## src/rtl/keyboard_pkg.sv

```systemverilog
// Shared types and constants for the keyboard event path.
package keyboard_pkg;

  localparam logic [7:0] SC_EXT = 8'hE0;
  localparam logic [7:0] SC_BRK = 8'hF0;

  // Controller replies / error bytes that never start a key event
  localparam int N_DROP = 6;
  localparam logic [N_DROP-1:0][7:0] SC_DROP = {8'hFA, 8'hAA, 8'hEE, 8'hFE, 8'h00, 8'hFF};

  localparam logic [31:0] OFS_STATUS = 32'd0;
  localparam logic [31:0] OFS_DATA   = 32'd4;

  typedef struct packed {
    logic       ext;
    logic       rel;
    logic [7:0] code;
  } key_event_t;

  typedef enum logic [1:0] {
    IDLE    = 2'd0,
    EXT     = 2'd1,
    BRK     = 2'd2,
    EXT_BRK = 2'd3
  } kbd_state_t;

  function automatic logic is_dropped(input logic [7:0] c);
    logic hit;
    hit = 1'b0;
    for (int i = 0; i < N_DROP; i++)
      if (c == SC_DROP[i]) hit = 1'b1;
    return hit;
  endfunction

endpackage

```

## src/rtl/key_event_fifo.sv

```systemverilog
// Synchronous FIFO of key events; head is shown combinationally.
module key_event_fifo
  import keyboard_pkg::*;
#(
  parameter int DEPTH = 8,
  localparam int CW = $clog2(DEPTH + 1),
  localparam int PW = $clog2(DEPTH)
) (
  input  logic          clk,
  input  logic          reset,
  input  logic          push,
  input  logic          pop,
  input  key_event_t    din,
  output key_event_t    head,
  output logic [CW-1:0] count,
  output logic          full,
  output logic          empty
);

  key_event_t        mem [DEPTH];
  logic [PW-1:0]     wr_ptr, rd_ptr;
  logic              do_push, do_pop;

  assign full  = (count == CW'(DEPTH));
  assign empty = (count == '0);
  // A pop frees a slot in the same edge, so a full FIFO still accepts a push
  assign do_pop  = pop & ~empty;
  assign do_push = push & (~full | do_pop);
  assign head    = mem[rd_ptr];

  // Storage: no reset needed, reads are qualified by empty
  always_ff @(posedge clk) begin
    if (do_push) mem[wr_ptr] <= din;
  end

  // Pointers wrap naturally since DEPTH is a power of two
  always_ff @(posedge clk or negedge reset) begin
    if (!reset) begin
      wr_ptr <= '0;
      rd_ptr <= '0;
      count  <= '0;
    end else begin
      if (do_push) wr_ptr <= wr_ptr + 1'b1;
      if (do_pop)  rd_ptr <= rd_ptr + 1'b1;
      case ({do_push, do_pop})
        2'b10:   count <= count + 1'b1;
        2'b01:   count <= count - 1'b1;
        default: count <= count;
      endcase
    end
  end

endmodule

```

## src/rtl/kbd_event_queue.sv

```systemverilog
// Folds E0/F0 scan-code prefixes into key events, queues them and
// exposes a STATUS/DATA register pair to the CPU.
module kbd_event_queue
  import keyboard_pkg::*;
#(
  parameter int DEPTH          = 8,
  parameter int TIMEOUT_CYCLES = 1_000_000
) (
  input  logic        clk,
  input  logic        reset,
  input  logic [7:0]  code,
  input  logic        code_valid,
  input  logic        en,
  input  logic [31:0] addr,
  input  logic [31:0] wdata,
  input  logic        we,
  output logic [31:0] rdata,
  output logic        irq
);

  localparam int CW = $clog2(DEPTH + 1);
  localparam int TW = (TIMEOUT_CYCLES > 1) ? $clog2(TIMEOUT_CYCLES) : 1;
  localparam logic [TW-1:0] T_LAST = TW'(TIMEOUT_CYCLES - 1);

  kbd_state_t    state;
  logic [TW-1:0] tmo_cnt;
  logic          overflow;

  key_event_t    ev, head;
  logic [CW-1:0] count;
  logic          full, empty;
  logic          push, rd_req, pop_eff, ovf_clr;
  logic          sel_data;
  logic          unused_ok;

  assign unused_ok = ^{addr[31:3], addr[1:0], wdata[30:0]};

  assign sel_data = (addr[2] == OFS_DATA[2]);
  assign rd_req   = en & ~we & sel_data;
  assign pop_eff  = rd_req & ~empty;
  assign ovf_clr  = en & we & ~sel_data & wdata[31];

  // Final byte of a sequence: not a prefix and not a dropped reply in IDLE
  assign push = code_valid && (code != SC_EXT) && (code != SC_BRK) &&
                !(state == IDLE && is_dropped(code));

  assign ev.ext  = (state == EXT) || (state == EXT_BRK);
  assign ev.rel  = (state == BRK) || (state == EXT_BRK);
  assign ev.code = code;

  // Prefix decoder with idle timeout; a new byte takes priority over timeout
  always_ff @(posedge clk or negedge reset) begin
    if (!reset) begin
      state   <= IDLE;
      tmo_cnt <= '0;
    end else if (code_valid) begin
      tmo_cnt <= '0;
      if (code == SC_EXT) begin
        state <= EXT;
      end else if (code == SC_BRK) begin
        case (state)
          IDLE:    state <= BRK;
          EXT:     state <= EXT_BRK;
          default: state <= state;
        endcase
      end else begin
        state <= IDLE;
      end
    end else if (state != IDLE) begin
      if (tmo_cnt == T_LAST) begin
        state   <= IDLE;
        tmo_cnt <= '0;
      end else begin
        tmo_cnt <= tmo_cnt + 1'b1;
      end
    end else begin
      tmo_cnt <= '0;
    end
  end

  // Sticky overflow: a dropped push sets it, and set beats a same-edge clear
  always_ff @(posedge clk or negedge reset) begin
    if (!reset)                          overflow <= 1'b0;
    else if (push && full && !pop_eff)   overflow <= 1'b1;
    else if (ovf_clr)                    overflow <= 1'b0;
  end

  key_event_fifo #(.DEPTH(DEPTH)) u_fifo (
    .clk   (clk),
    .reset (reset),
    .push  (push),
    .pop   (rd_req),
    .din   (ev),
    .head  (head),
    .count (count),
    .full  (full),
    .empty (empty)
  );

  assign irq = ~empty;

  // Register read mux
  always_comb begin
    rdata = '0;
    if (en) begin
      if (sel_data) begin
        rdata[31] = ~empty;
        if (!empty) rdata[9:0] = head;
      end else begin
        rdata[31]    = overflow;
        rdata[22:16] = 7'(count);
        rdata[0]     = empty;
      end
    end
  end

endmodule

```

## config.mk

```make
export PLATFORM = sky130hd
export DESIGN_NAME = kbd_event_queue
export DESIGN_NICKNAME = d
export VERILOG_FILES = /design/src/rtl/keyboard_pkg.sv /design/src/rtl/key_event_fifo.sv /design/src/rtl/kbd_event_queue.sv
export SDC_FILE = /design/constraint.sdc
export NUM_CORES = 1
export LEC_CHECK = 0
export CORE_ASPECT_RATIO = 0.6
export CORE_MARGIN = 2
export CORE_UTILIZATION = 51
export DETAILED_ROUTE_END_ITERATION = 10
export GPL_TIMING_DRIVEN = 1
export PLACE_DENSITY_LB_ADDON = 0.2
export REMOVE_ABC_BUFFERS = 1
export SYNTH_ARGS = -nofsm -noshare
export SYNTH_HDL_FRONTEND = slang
export SYNTH_SLANG_ARGS = --single-unit
```

## constraint.sdc

```tcl
create_clock -name clk -period 4 [get_ports clk]
set_clock_uncertainty 0.15 [all_clocks]
set_input_delay 0.8 -clock clk [delete_from_list [all_inputs] [get_ports clk]]
set_output_delay 0.8 -clock clk [all_outputs]
set_load 0.01 [all_outputs]
```

# ---- Yosys cells after proc, flatten, opt, wreduce, memory -nomap -nowiden
# Memory sizes are Yosys's and may differ from the RTL's.
# Index checks and enable logic that the tools add are counted.
dict set report word_totals {
  regBits 33
  mem_bits_rw 80
  in_bits 77
  out_inout_bits 33
  elab_cells 88
  n_memories 1
}
# name depth width rd rd_clocked_by_memory_dff write_ports line
set mem_list {}
lappend mem_list {u_fifo.mem 8 10 1 0 1 key_event_fifo.sv:20} ;# key_event_t mem [DEPTH];
dict set report op_classes {
  add_sub_neg 5
  eq_ne 17
  mux 28
  bitwise 12
  reduce_logical 19
}
# cell n
set ops {}
lappend ops {{$mux W20} 3}
lappend ops {{$eq A8 B8 Y1 const B} 7}
lappend ops {{$add A20 B1 Y20 const B} 1}
lappend ops {{$eq A20 B20 Y1 const B} 1}
lappend ops {{$mux W10} 2}
lappend ops {{$ne A8 B8 Y1 const B} 2}
lappend ops {{$mux W1} 13}
lappend ops {{$mux W2} 5}
lappend ops {{$reduce_bool A2 Y1} 5}
lappend ops {{$mux W9} 1}
lappend ops {{$logic_not A8 Y1} 1}
lappend ops {{$mux W4} 2}
lappend ops {{$pmux W4 S2} 1}
lappend ops {{$and A1 B1 Y1} 7}
lappend ops {{$add A3 B1 Y3 const B} 2}
lappend ops {{$eq A2 B2 Y1 const B} 3}
lappend ops {{$logic_and A1 B1 Y1} 6}
lappend ops {{$ne A5 B5 Y1 const B} 1}
lappend ops {{$add A4 B1 Y4 const B} 1}
lappend ops {{$eq A2 B1 Y1 const B} 2}
lappend ops {{$eq A4 B4 Y1 const B} 1}
lappend ops {{$logic_not A4 Y1} 1}
lappend ops {{$not A1 Y1} 4}
lappend ops {{$pmux W2 S2} 1}
lappend ops {{6 further kinds} 8}

# ---- Longest topological paths before layout
# Gate-level depths: netlist of run 1.
dict set report logic_depth {
  word_depth 13
  ltp_mapped 10
  mapped_depth_nobuf 10
}

# ---- Hierarchy
# Synthesis of run 1 repeated with hierarchy kept, for this count alone.
dict set report unflattened {
  hier_cells 358
  area_unflattened_um2 5156.2
}
# mod instances cells_each area_each_um2 seq_area_each_um2
set modules_own_cells {}
lappend modules_own_cells {key_event_fifo 1 184 3669.8 2652.5}
lappend modules_own_cells {kbd_event_queue 1 174 1486.4 575.6}

# ---- Worst setup path after synthesis of run 1
# OpenSTA, ideal clock, no wires.
dict set report synth_path {
  path_type {input port to flip-flop}
  startpoint {input port code[7]}
  endpoint {memory u_fifo.mem[0][0] (netlist name) (enable)}
  arrival_time_ns 2.800
  setup_slack_ns 0.647
  path_stages 5
  n_path_buf 0
  cell_sequence {nand3_1 > nor2_1 > nor4b_4 > o21ai_4 > nor4_1}
}
dict set report synth_via {
  elab_chain_len 13
}
# item line
set synth_lines {}
lappend synth_lines {{start, declared} kbd_event_queue.sv:11} ;# input logic [7:0] code,
lappend synth_lines {{$eq A8 B8 Y1} keyboard_pkg.sv:31} ;# if (c == SC_DROP[i]) hit = 1'b1;
lappend synth_lines {{$mux W1 (6 in a row)} keyboard_pkg.sv:31}
lappend synth_lines {{$logic_and A1 B1 Y1} kbd_event_queue.sv:45} ;# !(state == IDLE && is_dropped(code));
lappend synth_lines {{$logic_not A1 Y1} kbd_event_queue.sv:45}
lappend synth_lines {{$logic_and A1 B1 Y1 (*)} kbd_event_queue.sv:44} ;# assign push = code_valid && (code != SC_EXT) && (code != SC_BRK) &&
lappend synth_lines {{$and A1 B1 Y1 (*)} key_event_fifo.sv:28} ;# assign do_push = push & (~full | do_pop);
lappend synth_lines {{$mux W1 (*)} key_event_fifo.sv:33} ;# if (do_push) mem[wr_ptr] <= din;
lappend synth_lines {{$mux W1 (implied by the code) (*)} key_event_fifo.sv:33}
lappend synth_lines {{end, declared} key_event_fifo.sv:20}
# Every way passes the cells marked *; elsewhere a longest branch is shown, timed or not.

# ---- Final worst setup path of run 1
dict set report layout_path {
  startpoint {register u_fifo.rd_ptr[0]}
  endpoint {output port rdata[0]}
}
dict set report layout_via {
  elab_chain_len 4
}
# item line
set layout_lines {}
lappend layout_lines {{start, declared} key_event_fifo.sv:21} ;# logic [PW-1:0] wr_ptr, rd_ptr;
lappend layout_lines {{start signal, assigned} key_event_fifo.sv:44} ;# if (do_pop) rd_ptr <= rd_ptr + 1'b1;
lappend layout_lines {{$mem_v2 Z8 W10} --}
lappend layout_lines {{$mux W10} kbd_event_queue.sv:108} ;# if (!empty) rdata[9:0] = head;
lappend layout_lines {{$mux W1} kbd_event_queue.sv:106} ;# if (sel_data) begin
lappend layout_lines {{$mux W10} kbd_event_queue.sv:105} ;# if (en) begin
lappend layout_lines {{end, declared} kbd_event_queue.sv:17} ;# output logic [31:0] rdata,
# No other way between the ends.

==> results.sh, run 1 <==
export IMPL_start_kind="register"
export IMPL_cts_clk_slew_worst_paths_ps=50
export IMPL_async_reset_ff_frac=0.292
export IMPL_crit_required_ps=3050
export IMPL_area_delta_synth_final_pct=21.7
export IMPL_cts_resized=0
export IMPL_worstSkewPairLatency_ps=400
export IMPL_fin_crit_sh=0.905
export IMPL_swShare=0.273
export IMPL_final_cell_mix="edfxtp_1, nor2_1, dfrtp_1"
export IMPL_overflow=0
export IMPL_hpwl_microns=6650
export IMPL_grt_first_pass_wirelength_microns=16400
export IMPL_crit_type="reg -> out"
export IMPL_synth_cell_types=48
export IMPL_hold_class="reg -> reg"
export IMPL_clock_root_buffer="clkbuf_16"
export IMPL_p_seq_frac=0.397
export IMPL_drive_gt1_frac=0.197
export IMPL_synth_seq_cells=113
export IMPL_intPower_uw=2910
export IMPL_worst_pin_slew_ps=1140
export IMPL_synth_seq_area_share=0.631
export IMPL_min_to="tmo_cnt[0]"
export IMPL_comb_power_share=0.229
export IMPL_die_area_sq_um=10900
export IMPL_cp_slowest_cell="mux4_2"
export IMPL_power_total_uw=4000
export IMPL_num_fill_cells=730
export IMPL_diodes=0
export IMPL_synthMuxAreaShare=0.117
export IMPL_syn_avg_cell_area_sq_um=14.7
export IMPL_netlist_instances=348
export IMPL_synth_top_family_by_area="simple AND/OR/NAND/NOR gates"
export IMPL_antenna_found_initial=0
export IMPL_fin_nets=486
export IMPL_final_common_cell="edfxtp_1"
export IMPL_slowest_delay_ps=540
export IMPL_leakagePower_uw=0.00230
export IMPL_slew_headroom=0.237
export IMPL_numCtsBuffers=17
export IMPL_ir_drop_mv=0.370
export IMPL_synth_compound_area_frac=0.0396
export IMPL_worst_hold_startpoint="tmo_cnt[0]"
export IMPL_via_per_inst=5.44
export IMPL_reg2reg_to="u_fifo.count[3]"
export IMPL_postCtsSetupBuffers=0
export IMPL_gp_congestion=0.779
export IMPL_grt_usage=0.209
export IMPL_vias=2996
export IMPL_cp_max_fo=7
export IMPL_clock_fmax_mhz=276
export IMPL_wirelength_microns=10200
export IMPL_yosysWarnings=0
export IMPL_setup_viol=0
export IMPL_ios=110
export IMPL_die_y_microns=81.6
export IMPL_rr_worst_depth=10
export IMPL_grt_max_degree=34
export IMPL_clockBufferDepth=2
export IMPL_synthAdderAreaFrac=0.0161
export IMPL_yosysTopAreaCellShare=0.470
export IMPL_grt_pass1_vias=2952
export IMPL_path_cells="buf_4 -> mux4_2 -> nand2b_1 -> o2111ai_1 -> o21ai_0 -> and2_1 -> clkdlybuf4s50_1"
export IMPL_die_width_microns=133
export IMPL_drc=0
export IMPL_power_frac_clock=0.374
export IMPL_p_sw_uw=1090
export IMPL_cts_tree="yes"
export IMPL_r2r_start="state[0]"
export IMPL_synth_edf_count=80
export IMPL_whs_path_depth=1
export IMPL_rsz0062_at_grt="false"
export IMPL_firstDrtPassIters=6
export IMPL_status="finished clean"
export IMPL_drv_cap=0
export IMPL_ff2ff_setup_slack_ps=840
export IMPL_drv_slew=0
export IMPL_end_kind="primary output"
export IMPL_initial_utilization=0.521
export IMPL_rows=28
export IMPL_powerDensity_nw_per_um2=642
export IMPL_synth_xor_area_frac=0.0360
export IMPL_drt_iter0_drc=196
export IMPL_arrival_ps=2670
export IMPL_synthesis_area_sq_um=5110
export IMPL_synth_top_cell_by_area="edfxtp_1"
export IMPL_port_buffers=30
export IMPL_htree_levels=4
export IMPL_coreArea_sq_um=9810
export IMPL_cts_sinks=113
export IMPL_final_antenna_net_count=0
export IMPL_period_needed_ps=3620
export IMPL_synthTopCellsByArea="edfxtp_1, dfrtp_1, mux4_2"
export IMPL_finish_utilization=0.635
export IMPL_synth_ff_type="edfxtp_1"
export IMPL_hold_viol_final=0
export IMPL_cts_hold_buf=0
export IMPL_synth_simple_gate_area_frac=0.117
export IMPL_wl_per_cell_microns=18.6
## synthesized netlist by cell type, types with 3 or more instances
| cell type | n |
|---|---|
| edfxtp_1 | 80 |
| dfrtp_1 | 33 |
| or3_1 | 4 |
| buf_2 | 4 |
| ha_1 | 5 |
| nand2_1 | 14 |
| and3_1 | 6 |
| inv_1 | 9 |
| and2_1 | 7 |
| nand4_1 | 5 |
| buf_4 | 17 |
| nand3b_1 | 3 |
| nor3_1 | 6 |
| a21oi_1 | 7 |
| nand2b_1 | 4 |
| nor2_1 | 33 |
| mux2i_1 | 11 |
| nand3_1 | 11 |
| xor2_1 | 13 |
| o21ai_0 | 5 |
| mux4_2 | 20 |
| clkbuf_1 | 10 |
| o22ai_1 | 3 |
| nor4_1 | 3 |
| xnor2_1 | 8 |
## stage by stage
| step | instance area (sq um) | worst slack (ps) | std cells | hold WS (ps) | setup TNS [ps] |
|---|---|---|---|---|---|
| final | 6230 | 379 | 551 | 360 | 0 |
| after global routing | 6230 | 213 | 551 | 393 | 0 |
| after CTS | 6230 | 337 | 551 | 355 | 0 |
| after detailed placement | 5620 | -22.6 | 519 | 349 | -220 |
| after global placement | 5620 | -20.2 | 519 | 337 | -20.2 |
| after floorplan | 4990 | 647 | 333 | 317 | 0 |
## per-layer routing
metal / global-route usage / vias to the layer above / share of wire
li1: - / 1386 / -
met1: 0.299 / 1517 / 0.48
met2: 0.312 / 84 / 0.45
met3: 0.0623 / 9 / 0.065
met4: 0.0660 / 0 / 0.0091
met5: 0 / - / 0
## area by class of cell
type | count | area [sq um] | share of cell area
Clock buffer | 24 | 536 | 0.0860
Inverter | 9 | 33.8 | 0.00542
Multi-Input combinational cell | 211 | 1730 | 0.278
Sequential cell | 113 | 3230 | 0.518
Timing Repair Buffer | 51 | 458 | 0.0735
Clock inverter | 8 | 68.8 | 0.0111
Tap cell | 135 | 169 | 0.0271
## power groups by stage
stage | Combinational, uW | Clock, uW | Sequential [uW]
6_report | 913 | 1500 | 1590
5_1_grt | 1000 | 1580 | 1610
4_1_cts | 927 | 1520 | 1590
3_5_place_dp | 921 | 0 | 1610
3_3_place_gp | 903 | 0 | 1600
2_1_floorplan | 559 | 0 | 1610
## worst max-delay path: cells and delay by family, from the launching register on
family | cells | cell delay [ps]
compound gates | 2 | 210
buf+inv | 2 | 720
flops | 1 | 480
mux | 1 | 540
simple gates | 2 | 320
## cell families after synthesis
family          after synthesis
mux                          34
xor+xnor                     21
flops                       113
buf+inv                      40
fa+ha+maj                     6
other cells                   1
simple gates                109
compound gates               24
## sequential cells by signal, indices dropped and copies added (netlist names)
register	count
u_fifo.mem	80
state	2
u_fifo.count	4
u_fifo.wr_ptr	3
u_fifo.rd_ptr	3
overflow	1
tmo_cnt	20
## worst max path at each step
stage / start / to / slack (ps) / depth (start not counted)
after floorplan: code[7] / u_fifo.mem[0][0] / 650 / 5
after global placement: code[1] / u_fifo.count[3] / -20 / 11
after detailed placement: code[7] / u_fifo.mem[7][0] / -20 / 7
after CTS: u_fifo.rd_ptr[0] / rdata[0] / 340 / 7
after global routing: code[1] / u_fifo.count[3] / 210 / 11
final: u_fifo.rd_ptr[0] / rdata[0] / 380 / 7
Power figures use the tool's default switching activity.
==> inputs of run 2 (changes only) <==
Settings changed: ABC_CLOCK_PERIOD_IN_PS set to 4000.
==> results of run 2 <==
Final layout, timing and power as in run 1 (identical DEF).
==> inputs of run 3 (changes only) <==
Settings changed: ABC_CLOCK_PERIOD_IN_PS 4000 to 3690, GPL_TIMING_DRIVEN 1 to 0.
Clock period 4 ns to 3.69 ns, I/O delays scaled along.
==> results.sh, run 3 (synthesized netlist as in run 1, its figures left out) <==
export IMPL_wirelength_microns=9640
export IMPL_die_y_microns=81.6
export IMPL_setup_viol=0
export IMPL_overflow=0
export IMPL_grt_pass1_vias=2837
export IMPL_hold_viol_final=0
export IMPL_start_kind="input port"
export IMPL_grt_first_pass_wirelength_microns=15500
export IMPL_area_delta_synth_final_pct=21.7
export IMPL_drv_cap=0
export IMPL_worstSkewPairLatency_ps=400
export IMPL_stdcell_area_sq_um=6230
export IMPL_cts_tree="yes"
export IMPL_via_per_inst=5.39
export IMPL_diodes=0
export IMPL_status="finished clean"
export IMPL_largest_reg_flops=80
export IMPL_slew_headroom=0.464
export IMPL_fin_nets=480
export IMPL_vias=2940
export IMPL_rows=28
export IMPL_ios=110
export IMPL_num_fill_cells=726
export IMPL_clock_root_buffer="clkbuf_16"
export IMPL_crit_type="in -> reg"
export IMPL_dp_cells=504
export IMPL_coreArea_sq_um=9810
export IMPL_die_area_sq_um=10900
export IMPL_clockBufferDepth=2
export IMPL_fin_crit_sh=0.943
export IMPL_placed_cell_area_sq_um=5560
export IMPL_antenna_found_initial=0
export IMPL_powerDensity_nw_per_um2=688
export IMPL_multi_input_area_sq_um=1780
export IMPL_final_antenna_net_count=0
export IMPL_path_cells="dlygate4sd2_1 -> or4_4 -> a2111oi_4 -> nor4b_4 -> buf_4 -> nor2_1 -> ha_1 -> a21o_1 -> a21oi_1 -> and2_1 -> mux2i_1 -> a211oi_2"
export IMPL_cts_clk_slew_worst_paths_ps=50
export IMPL_drt_iter0_drc=350
export IMPL_htree_levels=4
export IMPL_setup_ws_ps=211
export IMPL_critPathTopFamily="simple AND/OR/NAND/NOR gates"
export IMPL_leakagePower_uw=0.00232
export IMPL_end_kind="register"
export IMPL_rsz0062_at_grt="false"
export IMPL_slowest_delay_ps=590
export IMPL_final_cell_mix="edfxtp_1, dfrtp_1, nor2_1"
export IMPL_cp_slowest_cell="or4_4"
export IMPL_power_total_uw=4290
export IMPL_final_seq_area_sq_um=3230
export IMPL_hold_class="in -> async"
export IMPL_hpwl_microns=6130
export IMPL_gp_congestion=0.827
export IMPL_firstDrtPassIters=5
export IMPL_arrival_ps=3640
export IMPL_dpl_worst_slack_ps=-670
export IMPL_finalNonFillerCells=545
export IMPL_period_needed_ps=3480
export IMPL_ir_drop_mv=0.399
export IMPL_cts_hold_buf=0
export IMPL_grt_max_degree=34
export IMPL_cp_max_fo=11
export IMPL_final_common_cell="edfxtp_1"
export IMPL_grt_usage=0.197
export IMPL_clock_fmax_mhz=287
export IMPL_drc=0
export IMPL_cp_buffers_inverters=2
export IMPL_port_buffers=30
export IMPL_reg_largest_list="u_fifo.mem x80, tmo_cnt x20, u_fifo.count x4"
export IMPL_die_width_microns=133
export IMPL_wl_per_cell_microns=17.7
export IMPL_drive_gt1_frac=0.215
export IMPL_initial_utilization=0.521
export IMPL_drv_slew=0
export IMPL_top_register="u_fifo.mem"
export IMPL_numCtsBuffers=17
export IMPL_crit_required_ps=3850
export IMPL_worst_pin_slew_ps=805
export IMPL_cts_sinks=113
-- run 3: cell count changes in the layout (fill, tap and decap cells not counted), sizes merged --
cell           before  now
clkdlybuf4s50      30   22
dlygate4sd2         0    1
inv                10    9
clkbuf             24   27
dlymetal6s2s        0    5
buf                21   16
clkinvlp            1    0
-- run 3: layout make-up --
class | count | share of cell area
tap | 135 | 0.0271
inverter | 9 | 0.00542
multi-input combinational | 211 | 0.286
clock inverter | 6 | 0.00864
timing repair buffer | 45 | 0.0721
clock buffer | 26 | 0.0818
sequential | 113 | 0.519
-- run 3: worst paths after layout --
| kind | startpoint | endpoint | slack (ps) | cells after the start |
|---|---|---|---|---|
| worst max-delay path | code[5] | u_fifo.count[3] | 210 | 12 |
| worst min-delay path | reset | tmo_cnt[15] | 260 | 1 |
| worst max register to register | state[0] | u_fifo.count[3] | 410 | 11 |
| worst min register to register | tmo_cnt[0] | tmo_cnt[0] | 360 | 1 |
| max in group asynchronous | reset | u_fifo.rd_ptr[0] | 2570 | 1 |
| min in group clk | tmo_cnt[0] | tmo_cnt[0] | 360 | 1 |
-- run 3: per-stage QoR --
stage | utilization | hold slack [ps] | TNS, ps
3_3_place_gp | 0.557 | 334 | -70760
4_1_cts | 0.625 | 281 | -2070
2_1_floorplan | - | 292 | 0
3_5_place_dp | 0.567 | 348 | -23870
6_report | 0.635 | 261 | 0
5_1_grt | 0.635 | 329 | 0
-- run 3: routing by layer --
metal	vias to the layer above	share of wire	track usage
met4	0	0.0073	0.0926
met2	77	0.45	0.276
met1	1482	0.49	0.290
met5	-	0	0
li1	1373	-	-
met3	8	0.051	0.0494
-- run 3: where the power goes --
group / total, uW / leakage, uW / switching, uW / internal, uW
combinational: 1010 / 0.000874 / 450 / 556
clock: 1510 / 0.000282 / 506 / 1010
sequential: 1770 / 0.00116 / 206 / 1560
-- run 3: timing repair --
item	in CTS	in global routing
pin swaps	0	1
endpoints found under the setup margin	33	47
gates resized for setup	6	12
setup buffers	0	9
